===== src/rtl/execute_pkg.sv =====
// execute_pkg: shared types, field encodings and sign-extension helper for the LC-3 execute stage.
package execute_pkg;
  localparam int XLEN = 16;
  typedef enum logic [1:0] {ALU_ADD, ALU_AND, ALU_NOT, ALU_PASS} alu_op_e;
  localparam logic [1:0] PCS1_OFF11 = 2'b00;
  localparam logic [1:0] PCS1_OFF9  = 2'b01;
  localparam logic [1:0] PCS1_OFF6  = 2'b10;
  localparam logic [1:0] PCS1_ZERO  = 2'b11;
  localparam logic [3:0] OP_BR  = 4'b0000;
  localparam logic [3:0] OP_JMP = 4'b1100;
  localparam logic [3:0] OP_ST  = 4'b0011;
  localparam logic [3:0] OP_STI = 4'b1011;
  localparam logic [3:0] OP_STR = 4'b0111;
  function automatic logic [XLEN-1:0] sext(input logic [XLEN-1:0] v, input int unsigned bits);
    logic [XLEN-1:0] m;
    m = {XLEN{1'b1}} << bits;
    return v[bits-1] ? (v | m) : (v & ~m);
  endfunction
endpackage


===== src/rtl/execute_alu.sv =====
// execute_alu: combinational ALU and address adder; PASS forwards the computed address.
module execute_alu
  import execute_pkg::*;
#(
  parameter int DATA_W = XLEN
) (
  input  alu_op_e             alu_op,
  input  logic [DATA_W-1:0]   op1,
  input  logic [DATA_W-1:0]   op2,
  input  logic [DATA_W-1:0]   base,
  input  logic [DATA_W-1:0]   offset,
  output logic [DATA_W-1:0]   aluout,
  output logic [DATA_W-1:0]   pcout
);
  assign pcout  = base + offset;
  assign aluout = alu_op == ALU_ADD ? op1 + op2 :
                  alu_op == ALU_AND ? op1 & op2 :
                  alu_op == ALU_NOT ? ~op1 : pcout;
endmodule


===== src/rtl/execute_stage.sv =====
// execute_stage: LC-3 execute stage with output latch; forwarding muxes only when EXECUTE_BYPASS_EN is defined.
module execute_stage
  import execute_pkg::*;
#(
  parameter int DATA_W = XLEN,
  parameter int REG_AW = 3
) (
  input  logic              clock,
  input  logic              reset,
  input  logic              enable_execute,
  input  logic [15:0]       ir,
  input  logic [5:0]        e_control,
  input  logic [DATA_W-1:0] npc_in,
  input  logic              mem_control_in,
  input  logic [1:0]        w_control_in,
  input  logic [DATA_W-1:0] vsr1,
  input  logic [DATA_W-1:0] vsr2,
  input  logic              bypass_alu_1,
  input  logic              bypass_alu_2,
  input  logic              bypass_mem_1,
  input  logic              bypass_mem_2,
  input  logic [DATA_W-1:0] mem_bypass_val,
  output logic [DATA_W-1:0] aluout,
  output logic [DATA_W-1:0] pcout,
  output logic [DATA_W-1:0] m_data,
  output logic [REG_AW-1:0] dr,
  output logic [2:0]        nzp,
  output logic [15:0]       ir_exec,
  output logic              mem_control_out,
  output logic [1:0]        w_control_out,
  output logic [REG_AW-1:0] sr1,
  output logic [REG_AW-1:0] sr2
);
  logic [DATA_W-1:0] r_aluout, r_pcout, r_m_data;
  logic [REG_AW-1:0] r_dr;
  logic [2:0]        r_nzp;
  logic [15:0]       r_ir;
  logic              r_mem_control;
  logic [1:0]        r_w_control;
  logic [DATA_W-1:0] w_op1, w_vsr2, w_op2, w_offset, w_base, w_aluout, w_pcout;
  logic [2:0]        w_nzp;
  logic [3:0]        w_opcode;
  logic [1:0]        w_pcs1;
  assign w_opcode = ir[15:12];
  assign w_pcs1   = e_control[3:2];
  assign sr1 = ir[8:6];
  assign sr2 = (w_opcode == OP_ST || w_opcode == OP_STI || w_opcode == OP_STR) ? ir[11:9] : ir[2:0];
`ifdef EXECUTE_BYPASS_EN
  assign w_op1  = bypass_alu_1 ? r_aluout : bypass_mem_1 ? mem_bypass_val : vsr1;
  assign w_vsr2 = bypass_alu_2 ? r_aluout : bypass_mem_2 ? mem_bypass_val : vsr2;
`else
  logic w_unused_bypass;
  assign w_unused_bypass = ^{bypass_alu_1, bypass_alu_2, bypass_mem_1, bypass_mem_2, mem_bypass_val};
  assign w_op1  = vsr1;
  assign w_vsr2 = vsr2;
`endif
  // imm5 bypasses forwarding: only the register operand is replaced
  assign w_op2    = e_control[0] ? w_vsr2 : sext(XLEN'(ir[4:0]), 5);
  assign w_offset = w_pcs1 == PCS1_OFF11 ? sext(XLEN'(ir[10:0]), 11) :
                    w_pcs1 == PCS1_OFF9  ? sext(XLEN'(ir[8:0]), 9) :
                    w_pcs1 == PCS1_OFF6  ? sext(XLEN'(ir[5:0]), 6) : '0;
  assign w_base   = e_control[1] ? npc_in : w_op1;
  assign w_nzp    = w_opcode == OP_BR ? ir[11:9] : w_opcode == OP_JMP ? 3'b111 : 3'b000;
  execute_alu #(.DATA_W(DATA_W)) u_alu (
    .alu_op (alu_op_e'(e_control[5:4])),
    .op1    (w_op1),
    .op2    (w_op2),
    .base   (w_base),
    .offset (w_offset),
    .aluout (w_aluout),
    .pcout  (w_pcout)
  );
  always_ff @(posedge clock or negedge reset) begin
    if (!reset) begin
      r_aluout      <= '0;
      r_pcout       <= '0;
      r_m_data      <= '0;
      r_dr          <= '0;
      r_nzp         <= '0;
      r_ir          <= '0;
      r_mem_control <= 1'b0;
      r_w_control   <= '0;
    end else if (enable_execute) begin
      r_aluout      <= w_aluout;
      r_pcout       <= w_pcout;
      r_m_data      <= w_vsr2;
      r_dr          <= ir[11:9];
      r_nzp         <= w_nzp;
      r_ir          <= ir;
      r_mem_control <= mem_control_in;
      r_w_control   <= w_control_in;
    end
  end
  assign aluout          = r_aluout;
  assign pcout           = r_pcout;
  assign m_data          = r_m_data;
  assign dr              = r_dr;
  assign nzp             = r_nzp;
  assign ir_exec         = r_ir;
  assign mem_control_out = r_mem_control;
  assign w_control_out   = r_w_control;
endmodule


===== config.mk =====
export PLATFORM = sky130hd
export DESIGN_NAME = execute_stage
export DESIGN_NICKNAME = d
export VERILOG_FILES = /design/src/rtl/execute_pkg.sv /design/src/rtl/execute_alu.sv /design/src/rtl/execute_stage.sv
export SDC_FILE = /design/constraint.sdc
export NUM_CORES = 1
export LEC_CHECK = 0
export ABC_AREA = 1
export CAP_MARGIN = 10
export CORE_MARGIN = 2
export CORE_UTILIZATION = 45
export CTS_CLUSTER_DIAMETER = 40
export DETAILED_ROUTE_END_ITERATION = 8
export GPL_TIMING_DRIVEN = 0
export PLACE_DENSITY = 0.79
export SYNTH_ARGS = -nofsm -noshare
export SYNTH_HDL_FRONTEND = slang
export SYNTH_SLANG_ARGS = --single-unit

===== constraint.sdc =====
create_clock -name clock -period 2.74 [get_ports clock]
set_clock_uncertainty 0.2 [all_clocks]
set_input_delay 0.411 -clock clock [delete_from_list [all_inputs] [get_ports clock]]
set_output_delay 0.411 -clock clock [all_outputs]
set_load 0.02 [all_outputs]

# Yosys cells after proc, flatten, opt, wreduce, memory -nomap -nowiden
# Cells that the tools add are included.
[op_classes]
add_sub_neg = 2
eq_ne = 8
n_bitwise = 2
n_reduce_logical = 5
n_mux = 15
[ops]
columns = ["operator", "n"]
rows = [
  ["$mux W16", 12],
  ["$add A16 B16 Y16", 2],
  ["$and A16 B16 Y16", 1],
  ["$not A16 Y16", 1],
  ["$mux W3", 3],
  ["$eq A4 B4 Y1 const B", 2],
  ["$eq A2 B1 Y1 const B", 2],
  ["$eq A2 B2 Y1 const B", 2],
  ["$eq A4 B2 Y1 const B", 1],
  ["$eq A4 B3 Y1 const B", 1],
  ["$logic_not A2 Y1", 2],
  ["$logic_not A4 Y1", 1],
  ["$logic_or A1 B1 Y1", 2],
]
[word_totals]
inputBits = 96
word_cells = 40
out_inout_bits = 79
register_bits = 73

# Longest topological paths before layout
[depth]
word_depth = 8
mapped_depth = 18
depth_no_buf = 18

# By module
# Synthesis repeated with hierarchy kept, for this count alone.
[unflattened]
cells_unflattened = 876
hier_area_um2 = 5546.6
[modules_own_cells]
columns = ["mod", "area_each_um2", "instances", "cells_each", "seq_area_each_um2"]
rows = [
  ["execute_stage", 3250.6, 1, 430, 1751.7],
  ["execute_alu", 2296.0, 1, 446, 0.0],
]

# Least setup slack after synthesis
# Ideal clock, no wire load.
[synth_path]
kind = "input to register"
start = "input e_control[1]"
end = "register r_aluout[12], in the netlist aluout[12]"
setup_slack_ns = 0.147
path_buffers = 1
t_required_ns = 2.427
setup_time_ns = 0.113
arrival_ns = 2.281
stages = 15
cell_sequence = "buf_2 > mux2_2 > ha_1 > fa_1 > nand2_1 > nand2_1 > and2_4 > nand2_2 > nand2_2 > nand2_2 > nand3_1 > nand3_1 > nand3_1 > nand2_1 > inv_1"
[synth_via]
elab_chain_cells = 5
[synth_rtl]
columns = ["item", "line_no", "rtl"]
rows = [
  ["from (decl)", "execute_stage.sv:12", "input logic [5:0] e_control,"],
  ["$mux W16", "execute_stage.sv:62", "assign w_base = e_control[1] ? npc_in : w_op1;"],
  ["$add A16 B16 Y16", "execute_alu.sv:15", "assign pcout = base + offset;"],
  ["$mux W16", "execute_alu.sv:18", "alu_op == ALU_NOT ? ~op1 : pcout;"],
  ["$mux W16", "execute_alu.sv:17", "alu_op == ALU_AND ? op1 & op2 :"],
  ["$mux W16", "execute_alu.sv:16", "assign aluout = alu_op == ALU_ADD ? op1 + op2 :"],
  ["to (signal assigned)", "execute_stage.sv:84", "r_aluout <= w_aluout;"],
  ["to (decl)", "execute_stage.sv:34", "logic [DATA_W-1:0] r_aluout, r_pcout, r_m_data;"],
]
# Every way passes these cells.
# A chain may end at the register's enable or synchronous reset.

# Worst setup path in the final report
[layout_path]
start = "input npc_in[0]"
end = "register r_aluout[14], in the netlist aluout[14]"
[layout_via]
elab_chain_cells = 5
[layout_rtl]
columns = ["item", "line_no", "rtl"]
rows = [
  ["from (decl)", "execute_stage.sv:13", "input logic [DATA_W-1:0] npc_in,"],
  ["$mux W16", "execute_stage.sv:62", ""],
  ["$add A16 B16 Y16", "execute_alu.sv:15", ""],
  ["$mux W16", "execute_alu.sv:18", ""],
  ["$mux W16", "execute_alu.sv:17", ""],
  ["$mux W16", "execute_alu.sv:16", ""],
]
# Every way passes these cells.

==> impl_metrics.json <==
{
  "finalHoldViolations": 7,
  "clockBufferDepth": 2,
  "finalSetupViolations": 0,
  "area_delta_synth_final_pct": 43.9,
  "drc": 0,
  "io_pins": 175,
  "cp_data_arrival_time_ns": 2.71,
  "wl_met2_um": 9050,
  "gp_congestion": 0.952,
  "max_clock_freq_mhz": 375,
  "ys.flop_type": "dfrtp_1",
  "grt_pass1_wl_um": 30400,
  "multi_input_area_um2": 3260,
  "crit_chain": "clkdlybuf4s50_1 > mux2_2 > ha_2 > fa_2 > nand2_1 > nand2_1 > nand3_1 > nand2_2 > buf_4 > nand3_1 > nand3_1 > nand3_2 > nand3_2 > nand2_1 > inv_1",
  "clk_pin_slew_ns": 0.06,
  "relSlewSlack_pct": 37.9,
  "worstHoldPathType": "in -> async",
  "die_area_um2": 12600,
  "start_util_pct": 46.2,
  "wl_per_cell_um": 17.2,
  "die_w_um": 112,
  "syn_nets": 912,
  "cap_violations": 0,
  "clock-root-buffer": "clkbuf_16",
  "rows": 39,
  "mostFrequentLayoutCell": "nand2_1",
  "coreArea_um2": 11400,
  "diodes": 0,
  "avgSynthCellArea_um2": 6.74,
  "grt_setup_unrepaired": "yes",
  "antenna_found_initial": 0,
  "final_cell_mix": "nand2_1, clkdlybuf4s50_1, inv_1",
  "utilization_pct": 66.5,
  "ys_seq_area_share_pct": 33.2,
  "seq_area_um2": 1750,
  "synth_area_um2": 5280,
  "violations": "hold timing",
  "power_leakage_nw": 3.84,
  "wl_um": 19000,
  "dp_hpwl_um": 14500,
  "cts.sinks": 70,
  "routed.top_layer": "met4",
  "first_global_vias": 5862,
  "io_buffers": 151,
  "critPathMaxStageDelay_ns": 0.41,
  "yosysWarnings": 0,
  "period_needed_ns": 2.66,
  "antenna_left": 0,
  "nets": 1084,
  "die_y_um": 112,
  "viasPerCell": 5.39,
  "grt_max_degree": 71,
  "path_class": "in -> reg",
  "critPathCaptureType": "register",
  "drive_above_1_share_pct": 14.6,
  "grt_usage_pct": 30.5,
  "ir_drop_uv": 311,
  "synth_edf_count": 0,
  "grt-ovfl-total": 0,
  "cp.required_ns": 2.78,
  "drt_iter0_markers": 417,
  "synthCells": 783,
  "maxSlewViolCount": 0,
  "crit_fanout": 3,
  "synth_cell_types": 44,
  "drt_first_pass_iters": 5,
  "r2r_slack_ns": 1.70,
  "via_count": 5940,
  "async_flop_share_pct": 100,
  "cpMaxStageDelayCell": "clkdlybuf4s50_1",
  "status": "complete, but fails checks",
  "cts_buffers": 9,
  "fin_hold_ws_ns": -0.0211,
  "ys_ff_latch": 70,
  "htreeDepth": 3,
  "start_kind": "primary input",
  "min_period_over_period_pct": 97.2,
  "tritoncts": "yes",
  "clk_latency_ns": 0.35,
  "power_density_nw_per_um2": 529,
  "worst_pin_slew_ns": 0.932,
  "wl_met3_um": 1300,
  "drt-met1-wl_um": 8040,
  "fillCellCount": 1032
}
-- cells by family after synthesis --
logic type	after synthesis	share of synthesized area (%)
buf+inv	119	9.39
flops	70	33.2
fa+ha+maj	33	8.11
mux	5	1.07
compound gates	117	13.2
xor+xnor	6	0.996
simple gates	433	34.0
-- layer usage --
metal / track usage (%) / vias up
li1: - / 2889
met4: 12.2 / 0
met2: 50.6 / 249
met3: 5.13 / 49
met5: 0 / -
met1: 39.9 / 2753
-- synth_stat cells, drive strengths merged (2+ instances only) --
| master | number | area (um2) |
|---|---|---|
| a21oi | 39 | 218 |
| xnor2 | 3 | 26.3 |
| o22ai | 2 | 18.8 |
| nand3 | 61 | 315 |
| o21ai | 51 | 263 |
| mux2 | 5 | 56.3 |
| dfrtp | 70 | 1750 |
| a31oi | 6 | 37.5 |
| nor3 | 4 | 20.0 |
| nand2 | 300 | 1150 |
| nand4 | 4 | 25.0 |
| o211ai | 3 | 22.5 |
| xor2 | 3 | 26.3 |
| fa | 2 | 40.0 |
| ha | 31 | 388 |
| clkbuf | 8 | 30.0 |
| buf | 22 | 131 |
| o21bai | 4 | 30.0 |
| inv | 89 | 334 |
| nor2 | 54 | 223 |
| a221oi | 6 | 52.6 |
| or2 | 6 | 37.5 |
| nand3b | 2 | 15.0 |
-- report_power, final --
group / internal (mW) / switching [mW]
logic: 0.716 / 0.949
registers: 1.17 / 0.0781
clock network: 0.610 / 0.494
total: 2.50 / 1.52
-- critical path, delay by kind of cell --
kind                     cells  cell delay [ns]
AND/OR/NAND/NOR              9             0.87
buffers and inverters        3             0.60
adder cells (fa/ha/maj)      2             0.55
multiplexers                 1             0.28
-- sequential cells by signal (all words and copies together) (netlist names) --
signal           flops
mem_control_out      1
pcout               16
nzp                  3
aluout              16
ir_exec             16
w_control_out        2
m_data              16
-- through the flow --
step | area, um2 | worst slack [ns] | setup TNS [ns] | total power [mW] | std cells
2_1_floorplan | 5280 | 0.147 | 0 | 2.13 | 783
3_3_place_gp | 6970 | -1.40 | -108.20 | 2.79 | 1077
3_5_place_dp | 6970 | -0.911 | -11.07 | 2.80 | 1077
4_1_cts | 7420 | 0.000631 | 0 | 3.97 | 1097
5_1_grt | 7590 | -0.0624 | -0.0703 | 4.24 | 1103
6_report | 7590 | 0.0760 | 0 | 4.02 | 1103
-- worst paths after layout --
| kind | cells after the start | end | start |
|---|---|---|---|
| worst max-delay path | 15 | aluout[14] | npc_in[0] |
| worst min-delay path | 1 | ir_exec[14] | reset |
| worst max register to register | 3 | aluout[14] | aluout[14] |
| worst min register to register | 2 | w_control_out[0] | w_control_out[0] |
| max in group asynchronous | 1 | pcout[14] | reset |
| min in group clock | 3 | ir_exec[8] | ir[8] |
-- repair_timing --
item | in CTS | in global routing
endpoints found under the hold margin | 0 | 0
setup endpoints to repair | 11 | 14
setup buffers | 4 | 6
pin swaps | 2 | 9
hold buffers | 0 | 0
gates resized for setup | 36 | 46
-- layout make-up --
type / instances / area share [%]
Multi-Input combinational cell: 594 / 42.9
Sequential cell: 70 / 23.1
Timing Repair Buffer: 161 / 21.2
Inverter: 89 / 4.47
Clock buffer: 10 / 3.02
Buffer: 30 / 2.46
Tap cell: 143 / 2.36
Clock inverter: 6 / 0.511
Note: power is estimated with default switching activity, not from simulation.
